==> src/rtl/adder_rr_arbiter.sv <==
// adder_rr_arbiter: round-robin sharing of one n_bit_adder among NREQ valid/ready requesters.
// Define ADDARB_SAT_EN to saturate rsp_sum to the signed extreme on signed overflow.

module n_bit_adder #(
    parameter int N = 8
) (
    input  logic [N-1:0] a,
    input  logic [N-1:0] b,
    input  logic         cin,
    output logic [N-1:0] sum,
    output logic         co
);
    assign {co, sum} = {1'b0, a} + {1'b0, b} + {{N{1'b0}}, cin};
endmodule

module adder_rr_arbiter #(
    parameter int N    = 8,
    parameter int NREQ = 4,
    parameter int IDW  = $clog2(NREQ)
) (
    input  logic              clk,
    input  logic              rst,
    input  logic [NREQ-1:0]   req_valid,
    output logic [NREQ-1:0]   req_ready,
    input  logic [NREQ*N-1:0] req_a,
    input  logic [NREQ*N-1:0] req_b,
    input  logic [NREQ-1:0]   req_cin,
    output logic              rsp_valid,
    input  logic              rsp_ready,
    output logic [IDW-1:0]    rsp_id,
    output logic [N-1:0]      rsp_sum,
    output logic              rsp_co,
    output logic              rsp_ovf
);
    logic [IDW-1:0] ptr;
    logic [IDW-1:0] g;
    logic           found;
    logic           accept;
    logic           xfer;
    logic [N-1:0]   a;
    logic [N-1:0]   b;
    logic [N-1:0]   sum;
    logic [N-1:0]   res;
    logic           co;
    logic           ovf;

    function automatic logic [IDW-1:0] wrap(input int v);
        return IDW'(v % NREQ);
    endfunction

    // Scan downward so the candidate closest to ptr is the one left in g.
    always_comb begin
        g = '0;
        found = 1'b0;
        for (int k = NREQ - 1; k >= 0; k--) begin
            if (req_valid[wrap(int'(ptr) + k)]) begin
                g = wrap(int'(ptr) + k);
                found = 1'b1;
            end
        end
    end

    assign accept = !rsp_valid || rsp_ready;
    assign xfer   = found && accept;

    always_comb begin
        req_ready = '0;
        req_ready[g] = xfer;
    end

    assign a = req_a[int'(g)*N +: N];
    assign b = req_b[int'(g)*N +: N];

    n_bit_adder #(.N(N)) u_add (
        .a   (a),
        .b   (b),
        .cin (req_cin[g]),
        .sum (sum),
        .co  (co)
    );

    assign ovf = (a[N-1] == b[N-1]) && (sum[N-1] != a[N-1]);

`ifdef ADDARB_SAT_EN
    assign res = !ovf ? sum : a[N-1] ? {1'b1, {(N-1){1'b0}}} : {1'b0, {(N-1){1'b1}}};
`else
    assign res = sum;
`endif

    always_ff @(posedge clk) begin
        if (rst) begin
            rsp_valid <= 1'b0;
            rsp_id    <= '0;
            rsp_sum   <= '0;
            rsp_co    <= 1'b0;
            rsp_ovf   <= 1'b0;
            ptr       <= '0;
        end else if (xfer) begin
            rsp_valid <= 1'b1;
            rsp_id    <= g;
            rsp_sum   <= res;
            rsp_co    <= co;
            rsp_ovf   <= ovf;
            ptr       <= wrap(int'(g) + 1);
        end else if (rsp_ready) begin
            rsp_valid <= 1'b0;
        end
    end
endmodule

==> config.mk <==
export PLATFORM = sky130hd
export DESIGN_NAME = adder_rr_arbiter
export DESIGN_NICKNAME = d
export VERILOG_FILES = /design/src/rtl/adder_rr_arbiter.sv
export SDC_FILE = /design/constraint.sdc
export NUM_CORES = 1
export LEC_CHECK = 0
export CAP_MARGIN = 10
export CORE_ASPECT_RATIO = 0.6
export CORE_MARGIN = 5
export CORE_UTILIZATION = 30
export CTS_CLUSTER_SIZE = 10
export DETAILED_ROUTE_END_ITERATION = 7
export PLACE_DENSITY_LB_ADDON = 0.08
export RECOVER_POWER = 100
export SLEW_MARGIN = 20
export SYNTH_ARGS = -nofsm -noshare
export SYNTH_HDL_FRONTEND = slang
export SYNTH_SLANG_ARGS = --single-unit
==> constraint.sdc <==
create_clock -name clk -period 4.6 [get_ports clk]
set_input_delay 1.38 -clock clk [delete_from_list [all_inputs] [get_ports clk]]
set_output_delay 1.38 -clock clk [all_outputs]
set_load 0.05 [all_outputs]
==> results by group <==
Critical path
  • Max FO, Critical Path: 11
  • Critical Path End Type: output port
  • Critical Path AT: 3.15 ns
  • Worst endpoint required time: 3.22 ns
  • Startpoint types: primary input
  • Crit path kind: in -> out

Power and ir drop
  • NetSw: 0.4783 mW
  • Logic pwr share: 72.1%
  • Sw Share: 45.04%
  • Sequential share of power: about 18%
  • Pint: just under 0.6 mW
  • Worst vdd rail ir drop: ~0.16 mV
  • Clock power share: between 10% and 20%
  • Pleak: about 1.3 nW
  • Pwr Density: roughly 380 nW/um^2

STA
  • Period utilization: between 90% and 100%
  • Slew margin rel.: roughly 54%
  • Fmax: 220.8 MHz
  • Worst Hold Slack: 0.4489 ns
  • Final Hold Fails: 0
  • Final setup fails: 0
  • Unrepaired setup endpoints after global routing: no
  • Setup ws final: a little over 0.07 ns
  • Slew @ Worst Pin: about 0.7 ns
  • Post-layout min period: ~4.5 ns
  • Layout Skew: about 0.0057 ns
  • Max Slew Vio Count: 0

Final layout
  • Final Instance Count excl. Fillers: between 400 and 500
  • Footprint of the multi-input gates: 1165 um^2
  • Seq. cell area: ~300 um^2
  • Layout net count: approximately 440
  • Fillers: 496
  • Area Growth Syn to Fin: 79.90%
  • Layout cells sized above 1: between 10% and 20%
  • # diodes: 0
  • Fin area: 2800 um^2

CTS
  • CTS tree: done
  • Clk sinks: 15
  • CTS max path bufs: 2
  • Cts hold-fix bufs: 0
  • Root buf cell: clkbuf_8
  • Postcts setup bufs: 0
  • H-tree depth: 1
  • TritonCTS Buffers: 3
  • Clock transition at the registers of the reported paths: 0.06 ns
  • Clk Latency, worst-skew pair: 0.25 ns

Route
  • First drt pass iteration count: 5
  • Final WL: approximately 5500 um
  • Drt drc: 0
  • Routed Antenna Nets: 0
  • Vias per std cell: around 4.7
  • DR vias: a little under 2000
  • Initial DRC Count: 47
  • Per-cell routed wire length: between 10 and 15 um

Floorplanning
  • Die Y: ~66 um
  • Core Region: approximately 5000 um^2
  • I/O pin count: 92
  • Die Wd: roughly 100 um
  • Initial Utilization: 30.79%
  • Die area: 6776 um^2
  • Core Rows: 20

Logic synthesis
  • Post-synth top area cell: nand2_1
  • Synth cell count leaders: nand2_1, dfxtp_1, a21oi_1, a31oi_1, and3_1
  • EDFF count, synth: 0
  • Syn avg cell area: around 6.5 um^2
  • Main combinational cell family by area after synthesis: simple AND/OR/NAND/NOR gates
  • Yosys cell types: 42
  • Seq/Total Area, Yosys: between 10% and 20%
  • XOR/XNOR share of the synthesized area: around 1.7%
  • Main area contributors after synthesis: nand2_1, dfxtp_1, ha_1
  • Synth Warn #: 0
  • Area of the mapped netlist: ~1600 um^2
  • Syn_nets: roughly 330
  • Yosys top cell area share: approximately a fifth
  • Number of synthesized register bits: 15
  • Most common flop cell mapped by yosys: dfxtp_1
  • Synth Area in Simple Gates: about 37%
  • Synth Area in Adders: 11.41%
  • Top-count cell post-synth: nand2_1
  • Cells after Synth: 238
  • Async SR Flop Fraction: 0%
  • Post-synthesis compound-gate area fraction: between 20% and 30%
  • Mux cell area share after synthesis: approximately 1.6%

Placement
  • Global placement routability congestion: slightly below 0.8
  • Final HPWL DP: around 4500 um
  • Port Buf Inserts: about 90
  • Dpl cell area: approximately 2800 um^2
  • Place WS: -0.2274 ns
  • Dpl cells: around 410

GRT
  • Largest net degree at the start of global routing: 21
  • Vias in the first global route: between 1500 and 2000
  • GRT Overall Usage: ~16%
  • First-pass GRT wire length: between 8000 and 9000 um
  • Initial antenna violation count: 0
  • Congestion Overflow GR: 0

Run status
  • Status: finished clean

Run
  • Max-cap violation count: 0

Hold path
  • Hold crit path type: reg -> reg
## registers in the layout (all words and copies together), names as in the netlist
signal,count
rsp_co,1
rsp_valid,1
rsp_id,2
rsp_sum,8
rsp_ovf,1
ptr,2
## routing by layer
metal	wire length, um	track usage [%]
met5	0	0
met4	0	0.4847
met3	426	4.742
met2	2328	26.04
met1	2699	22.39
## final cells by class
type,instances,area share (%)
Sequential cell,15,10.72
Multi-Input combinational cell,200,41.60
Timing Repair Buffer,120,41.96
Tap cell,66,2.949
Clock buffer,4,1.609
Inverter,8,1.162
## logic make-up (layout without fill, tap and decap cells)
| logic type | after synthesis | in the layout |
|---|---|---|
| DFF | 15 | 15 |
| AOI/OAI and AO/OA | 54 | 54 |
| xor gates and xnor gates | 3 | 3 |
| muxes | 2 | 2 |
| adders and majority gates | 13 | 13 |
| and+or+nand+nor | 128 | 128 |
| buffers and inverters | 23 | 132 |
## critical path, stage by stage
cell and delay [ns]:
clkdlybuf4s50_1 0.50, nor2_1 0.07, or3_4 0.42, buf_12 0.16, buf_12 0.13, ha_1 0.17
and2_1 0.16, buf_12 0.15
## through the flow
| step | setup TNS (ns) | utilization [%] | power (mW) |
|---|---|---|---|
| 2_1_floorplan | 0 | - | 0.6521 |
| 3_3_place_gp | -0.5184 | 54.41 | 0.9619 |
| 3_5_place_dp | -1.338 | 54.41 | 0.9682 |
| 4_1_cts | 0 | 55.40 | 1.084 |
| 5_1_grt | 0 | 55.40 | 1.153 |
| 6_report | 0 | 55.40 | 1.062 |
## final timing paths
path | from | slack (ns) | end | depth (start not counted)
worst max-delay path | req_valid[3] | 0.07 | req_ready[0] | 8
worst min-delay path | rsp_sum[4] | 0.45 | rsp_sum[4] | 2
worst max register to register | ptr[1] | 1.24 | rsp_sum[6] | 16
worst min register to register | rsp_sum[4] | 0.45 | rsp_sum[4] | 2
## power groups by stage
stage | logic [mW] | registers (mW) | clock network (mW)
3_3_place_gp | 0.770 | 0.192 | 0
5_1_grt | 0.841 | 0.193 | 0.119
6_report | 0.766 | 0.189 | 0.107
2_1_floorplan | 0.341 | 0.311 | 0
4_1_cts | 0.782 | 0.191 | 0.111
3_5_place_dp | 0.775 | 0.193 | 0
## cell usage in the layout, fill, tap and decap left out, types with 2 or more instances in the layout
master	netlist	final
nand2_1	81	81
clkdlybuf4s50_1	0	72
buf_4	1	25
dfxtp_1	15	15
and3_1	13	13
a31oi_1	13	13
dlygate4sd3_1	0	13
a21oi_1	13	12
nor2_1	11	11
ha_1	11	11
inv_1	7	6
a211oi_1	5	5
nand3b_1	5	5
buf_12	0	5
o21a_1	4	4
o21ai_0	6	4
nand3_1	3	3
and2_1	4	3
a21o_1	3	3
nor3_1	3	3
clkbuf_8	0	3
o22ai_1	2	2
nand2b_1	2	2
o21ai_1	0	2
nor4_1	2	2
xnor2_1	2	2
fa_1	2	2
clkbuf_1	10	2
dlygate4sd2_1	0	2
clkbuf_4	0	2
## what timing repair did
item	4_1_cts	5_1_grt
pin swaps	1	0
setup endpoints to repair	4	3
resized for setup	4	4
No activity file was read; power rests on OpenSTA's default activity.
